<file path="config.mk">
export PLATFORM = sky130hd
export DESIGN_NAME = fifo_wr_arbiter
export DESIGN_NICKNAME = d
export VERILOG_FILES = /design/src/rtl/fifo_wr_arbiter.sv
export SDC_FILE = /design/constraint.sdc
export NUM_CORES = 1
export LEC_CHECK = 0
export ABC_CLOCK_PERIOD_IN_PS = 1800
export BUFFER_PORTS_ARGS = -buffer_cell sky130_fd_sc_hd__buf_2
export CORE_ASPECT_RATIO = 0.75
export CORE_MARGIN = 2
export CORE_UTILIZATION = 42
export DETAILED_ROUTE_END_ITERATION = 8
export GPL_TIMING_DRIVEN = 0
export HOLD_SLACK_MARGIN = 0.1
export PLACE_DENSITY = 0.8
export SYNTH_ARGS = -nofsm -noshare
export SYNTH_HDL_FRONTEND = slang
export SYNTH_SLANG_ARGS = --single-unit
export TNS_END_PERCENT = 10
</file>
<file path="constraint.sdc">
create_clock -name clk -period 1.8 [get_ports clk]
set_input_delay 0.18 -clock clk [delete_from_list [all_inputs] [get_ports clk]]
set_output_delay 0.18 -clock clk [all_outputs]
set_load 0.05 [all_outputs]
</file>
<file path="src/rtl/fifo_wr_arbiter.sv">
// Round-robin burst arbiter granting one of four requesters write access
// to a downstream FIFO, up to BURST_MAX beats per grant.
module fifo_wr_arbiter #(
   parameter int DATA_W    = 8,
   parameter int BURST_MAX = 4
) (
   input  logic                  clk,
   input  logic                  reset,
   input  logic [3:0]            req,
   input  logic [4*DATA_W-1:0]   din_bus,
   output logic [3:0]            ack,
   input  logic                  fifo_full,
   output logic                  fifo_wr,
   output logic [DATA_W-1:0]     fifo_din,
   output logic [1:0]            grant_id,
   output logic                  busy
);

   typedef enum logic {
      IDLE  = 1'b0,
      BURST = 1'b1
   } state_t;

   state_t     state_q, state_d;
   logic [1:0] grant_q, grant_d;
   logic [1:0] rr_q, rr_d;
   logic [2:0] cnt_q, cnt_d;

   logic       beat;
   logic       last_beat;
   logic [1:0] pick;
   logic [1:0] idx;
   logic       found;

   assign busy     = (state_q == BURST);
   assign grant_id = grant_q;
   assign beat     = busy && req[grant_q] && !fifo_full;
   assign fifo_wr  = beat;
   assign ack      = beat ? (4'b0001 << grant_q) : 4'b0000;
   assign fifo_din = busy ? din_bus[32'(grant_q)*DATA_W +: DATA_W]
                          : '0;

   // 4-bit compare so BURST_MAX = 8 is reachable from a 3-bit counter
   assign last_beat = (({1'b0, cnt_q} + 4'd1) == 4'(BURST_MAX));

   always_comb begin
      pick  = rr_q;
      idx   = '0;
      found = 1'b0;
      for (int i = 0; i < 4; i++) begin
         idx = rr_q + 2'(i);
         if (!found && req[idx]) begin
            pick  = idx;
            found = 1'b1;
         end
      end
   end

   always_comb begin
      state_d = state_q;
      grant_d = grant_q;
      rr_d    = rr_q;
      cnt_d   = cnt_q;
      unique case (state_q)
         IDLE: begin
            if (|req) begin
               state_d = BURST;
               grant_d = pick;
               cnt_d   = '0;
            end
         end
         BURST: begin
            if (!req[grant_q]) begin
               state_d = IDLE;
               rr_d    = grant_q + 2'd1;
            end else if (beat) begin
               cnt_d = cnt_q + 3'd1;
               if (last_beat) begin
                  state_d = IDLE;
                  rr_d    = grant_q + 2'd1;
               end
            end
         end
      endcase
   end

   always_ff @(posedge clk or posedge reset) begin
      if (reset) begin
         state_q <= IDLE;
         grant_q <= '0;
         rr_q    <= '0;
         cnt_q   <= '0;
      end else begin
         state_q <= state_d;
         grant_q <= grant_d;
         rr_q    <= rr_d;
         cnt_q   <= cnt_d;
      end
   end

endmodule

</file>
## Word-level counts from Yosys, hierarchy flattened

Index checks and enable logic that the tools add are counted.

| word-level totals | value |
|---|---|
| output and inout port bits | 16 |
| word-level logic and storage cells | 67 |
| input port bits | 39 |
| register bits | 8 |

| operators by class | value |
|---|---|
| equality and inequality tests | 6 |
| order comparisons | 5 |
| reduce and logical (&&, ||, !) cells | 13 |
| add/subtract/negate cells | 6 |
| mux-type cells | 30 |
| shift operators | 2 |
| bitwise logic cells | 1 |

Operators with widths:

| operator | count |
|---|---|
| $shiftx A32 B6 Y8 | 1 |
| $lt A2 B3 Y1 const B | 5 |
| $mux W1 | 12 |
| $mux W2 | 6 |
| $bmux W1 S2 | 5 |
| $mux W3 | 3 |
| $mux W8 | 1 |
| $ne A2 B2 Y1 const B | 3 |
| $pmux W3 S2 | 1 |
| $reduce_and A3 Y1 | 2 |
| $logic_and A1 B1 Y1 | 5 |
| $add A2 B1 Y2 const B | 2 |
| $add A2 B2 Y2 const B | 2 |
| $add A3 B1 Y4 const B | 1 |
| $eq A4 B3 Y1 const B | 1 |
| $logic_not A1 Y1 | 4 |
| $mux W4 | 1 |
| $ne A2 B1 Y1 const B | 2 |
| $reduce_or A4 Y1 | 1 |
| $shl A1 B2 Y4 const A | 1 |
| $add A3 B1 Y3 const B | 1 |
| $pmux W1 S2 | 1 |
| $reduce_and A2 Y1 | 1 |
| $not A1 Y1 | 1 |

## Longest topological paths before layout

| depth | value |
|---|---|
| word-level depth | 12 |
| depth in mapped cells | 5 |

## Worst setup path before layout

No wires, ideal clock.

| timing path | value |
|---|---|
| path type | reg2out |
| start point | reg grant_q[0], in the netlist grant_id[0] |
| end point | out fifo_din[0] |
| slack | -0.225 ns |
| stages on the path, launching flop included | 4 |
| buffers on the path | 1 |
| arrival time | 1.845 ns |
| cells stage by stage | dfrtp_1 -> buf_4 -> mux4_2 -> and2_1 |

| on the way | value |
|---|---|
| word-level cells in the longest chain between the ends | 2 |

Ends and longest elaborated chain:

| element | RTL line | source |
|---|---|---|
| start, declared | 25 | `logic [1:0] grant_q, grant_d;` |
| start signal, assigned | 95 | `grant_q <= grant_d;` |
| $shiftx A32 B6 Y8 | 40 | `assign fifo_din = busy ? din_bus[32'(grant_q)*DATA_W +: DATA_W]` |
| $mux W8 | 40 |  |
| end, declared | 14 | `output logic [DATA_W-1:0] fifo_din,` |

Every way passes these cells.

## Worst setup path in the final report

| timing path | value |
|---|---|
| start point | reg grant_q[0], in the netlist grant_id[0] |
| end point | out fifo_din[3] |

The elaborated chain is that of the path after synthesis.

==> implementation parameters <==
Parameter                              Value

Synth
  Post-synthesis instance area    855 um2
  Share of the synthesized area in the top cell type    0.237
  Number of cells produced by synthesis    85
  Synthesis Warnings    0
  Synth area leaders    sky130_fd_sc_hd__mux4_2 24%, sky130_fd_sc_hd__dfrtp_1 23%, sky130_fd_sc_hd__ha_1 8.8%
  Synthesized area per cell    10.1 um2
  Syn Nets    130
  Most area-hungry cell type in the Yosys netlist    sky130_fd_sc_hd__mux4_2
  Register bit count reported by yosys    8
  Synth unique cells    30
  Fraction of the yosys area taken by sequential cells    0.234

Drt
  Average wire per standard cell    15.7 um
  Pre-Repair DR Iteration Count    4
  Final Routed Wirelength    2710 um
  Number of vias after detailed routing    943
  Routed met1 length    983 um
  Average vias per placed instance    5.45
  DR WL met2    1480 um
  Total met3 wirelength after detailed routing    128 um
  Starting DRC count in detailed routing    32
  Drt drc    0
  ANT nets after route    0
  Highest metal used    met4

Critical path
  Endpoint type of the worst setup path    output pin
  Critical Path AT    1.69 ns
  Required time at the endpoint of the critical path    1.62 ns
  Largest fanout on the critical path    5
  Worst setup SP type    flip-flop
  Critical path start-end classification    reg -> out

Die
  Die boundary width    56.1 um
  Core area    0.00196 mm2
  Area enclosed by the die boundary    0.00242 mm2
  Site row count    14
  Starting density of the core    0.436
  I/O pin count    55
  Die Y-Extent    43.1 um

Finish
  Layout Cells excl Fill    173
  Sequential Area    203 um2
  Most used cells in the layout excluding fill and tap cells    42 x sky130_fd_sc_hd__buf_2, 11 x sky130_fd_sc_hd__buf_6, 9 x sky130_fd_sc_hd__mux4_2, 8 x sky130_fd_sc_hd__and2_4
  Inserted Diodes    0
  Final layout net count    196
  Most common cell after layout, fill and taps aside    sky130_fd_sc_hd__buf_2
  Share of layout cells above drive strength 1    0.624
  Fillcell total    133
  Multi-input combinational cell area    656 um2
  Post-route core utilization    0.713
  Area growth from synthesis to layout    63.7%

Timing
  Final-report max-slew violation count    0
  Time the worst path needs with I/O delays and setup    1.87 ns
  Fraction of the cycle the final worst path needs    1.04
  Maximum clock frequency    0.535 GHz
  Final setup violation count    13
  Final Hold Fails    0
  Post-Route Skew    0.00676 ns
  Setup_tns    -0.792 ns
  Unrepaired setup endpoints after global routing    yes
  Slew headroom    0.589
  Worst Setup Slack, final    -0.0691 ns
  Smallest hold slack    0.286 ns
  Slew of the pin with the lowest slew margin    0.610 ns

Power and ir drop
  Cell area power density    1800 mW/mm2
  Maximum VDD drop    1430 uV
  Leakage    0.000680 uW

Place
  Placed wire-length estimate after detailed placement    1820 um
  RePlAce Congestion    0.812
  Port Buffers    54
  # placed instances    163
  Placement-stage worst setup slack    0.0436 ns

Global route
  Wire length of the first global-routing pass    4510 um
  Antenna violations before repair    0
  GRT Total Usage    0.243
  Number of global-route vias before repair    1,008
  Largest net degree at the start of global routing    11
  Total global routing overflow    0

Worst hold path
  Path category of the worst min-delay check    in -> reg

Status
  Violations in the final reports    negative setup slack
  Result of the run    finished, violations left

Run
  Max Cap Violations    0

CTS
  CTS Root Buffer Type    sky130_fd_sc_hd__clkbuf_4
  TritonCTS sink count    8
  Bufs on Longest Clock Path    2
  Insertion delay to the later sink of the worst-skew pair    0.26 ns
  CTS clock-pin slew for the worst setup and hold paths    0.06 ns
  TritonCTS clock tree    built
  Total number of H-tree levels    1
  Clock buffers created by TritonCTS    3
[logic make-up after synthesis]
family | after synthesis | share of synthesized area
buffers and inverters | 9 | 0.0454
multiplexers | 15 | 0.310
adder cells (fa/ha/maj) | 6 | 0.0878
flip-flops | 8 | 0.234
AND/OR/NAND/NOR | 35 | 0.228
AO/OA/AOI/OAI | 12 | 0.0937
[state kept, by name, summed over array words and instances, names as in the netlist]
name      cells
grant_id      2
cnt_q         3
busy          1
rr_q          2
[per-stage QoR]
step | instance area (um2) | total power, uW
4_1_cts | 1400 | 2480
5_1_grt | 1400 | 2640
2_1_floorplan | 858 | 1540
3_5_place_dp | 1160 | 1870
6_report | 1400 | 2510
3_3_place_gp | 1160 | 1830
[power breakdown]
part | internal [uW] | switching [uW]
sequential | 261 | 99.5
clock | 76.5 | 63.5
combinational | 922 | 1090
total | 1260 | 1250
[cell usage after synthesis]
library cell,instances
sky130_fd_sc_hd__mux4_2,9
sky130_fd_sc_hd__and2_1,8
sky130_fd_sc_hd__dfrtp_1,8
sky130_fd_sc_hd__ha_1,6
sky130_fd_sc_hd__nand2_1,5
sky130_fd_sc_hd__nor2_1,5
sky130_fd_sc_hd__and3_1,4
sky130_fd_sc_hd__mux2i_1,4
sky130_fd_sc_hd__o21ai_1,4
sky130_fd_sc_hd__inv_1,3
sky130_fd_sc_hd__nor2b_1,3
sky130_fd_sc_hd__a21oi_1,2
sky130_fd_sc_hd__inv_2,2
sky130_fd_sc_hd__mux2_1,2
sky130_fd_sc_hd__nand2_2,2
sky130_fd_sc_hd__nand2b_1,2
sky130_fd_sc_hd__nand3_1,2
sky130_fd_sc_hd__o31ai_1,2
sky130_fd_sc_hd__a31oi_1,1
sky130_fd_sc_hd__and2b_1,1
sky130_fd_sc_hd__and3b_1,1
sky130_fd_sc_hd__buf_2,1
sky130_fd_sc_hd__buf_4,1
sky130_fd_sc_hd__clkbuf_1,1
sky130_fd_sc_hd__clkinv_1,1
sky130_fd_sc_hd__nor3_1,1
sky130_fd_sc_hd__nor3b_1,1
sky130_fd_sc_hd__o211ai_1,1
sky130_fd_sc_hd__o21ai_0,1
sky130_fd_sc_hd__o41ai_2,1
[metal layers]
layer	track usage	up-vias
met1	0.253	445
met3	0.0488	12
met5	0	-
li1	-	442
met2	0.471	44
met4	0.110	0
[worst max-delay path, cell delays in order, from the launching register on]
cell	delay (ns)
sky130_fd_sc_hd__dfrtp_2	0.42
sky130_fd_sc_hd__buf_4	0.15
sky130_fd_sc_hd__buf_16	0.13
sky130_fd_sc_hd__mux4_2	0.41
sky130_fd_sc_hd__and2_4	0.17
sky130_fd_sc_hd__buf_6	0.14
[final timing paths]
check	start	to	slack, ns	cells past startpoint
setup / recovery	grant_id[0]	fifo_din[3]	-0.07	5
hold / removal	req[3]	grant_id[0]	0.29	3
setup reg to reg	cnt_q[0]	rr_q[1]	0.11	5
hold reg to reg	rr_q[0]	rr_q[0]	0.53	1
max in group asynchronous	reset	grant_id[1]	1.13	3
min in group asynchronous	reset	cnt_q[0]	0.40	3
[cell type report]
| class | instances | area share |
|---|---|---|
| buffer | 3 | 0.0170 |
| inverter | 6 | 0.0161 |
| tap | 24 | 0.0215 |
| sequential | 8 | 0.145 |
| multi-input combinational | 68 | 0.469 |
| clock buffer | 3 | 0.0161 |
| timing repair buffer | 61 | 0.316 |
[timing repair]
item | in CTS | in global routing
hold buffers | 1 | 0
endpoints found under the setup margin | 13 | 13
pin swaps | 5 | 0
hold endpoints to repair | 8 | 0
resized for setup | 45 | 0
buffers inserted | 5 | 0
cloned | 1 | 0
No activity file was read; power rests on OpenSTA's default activity.
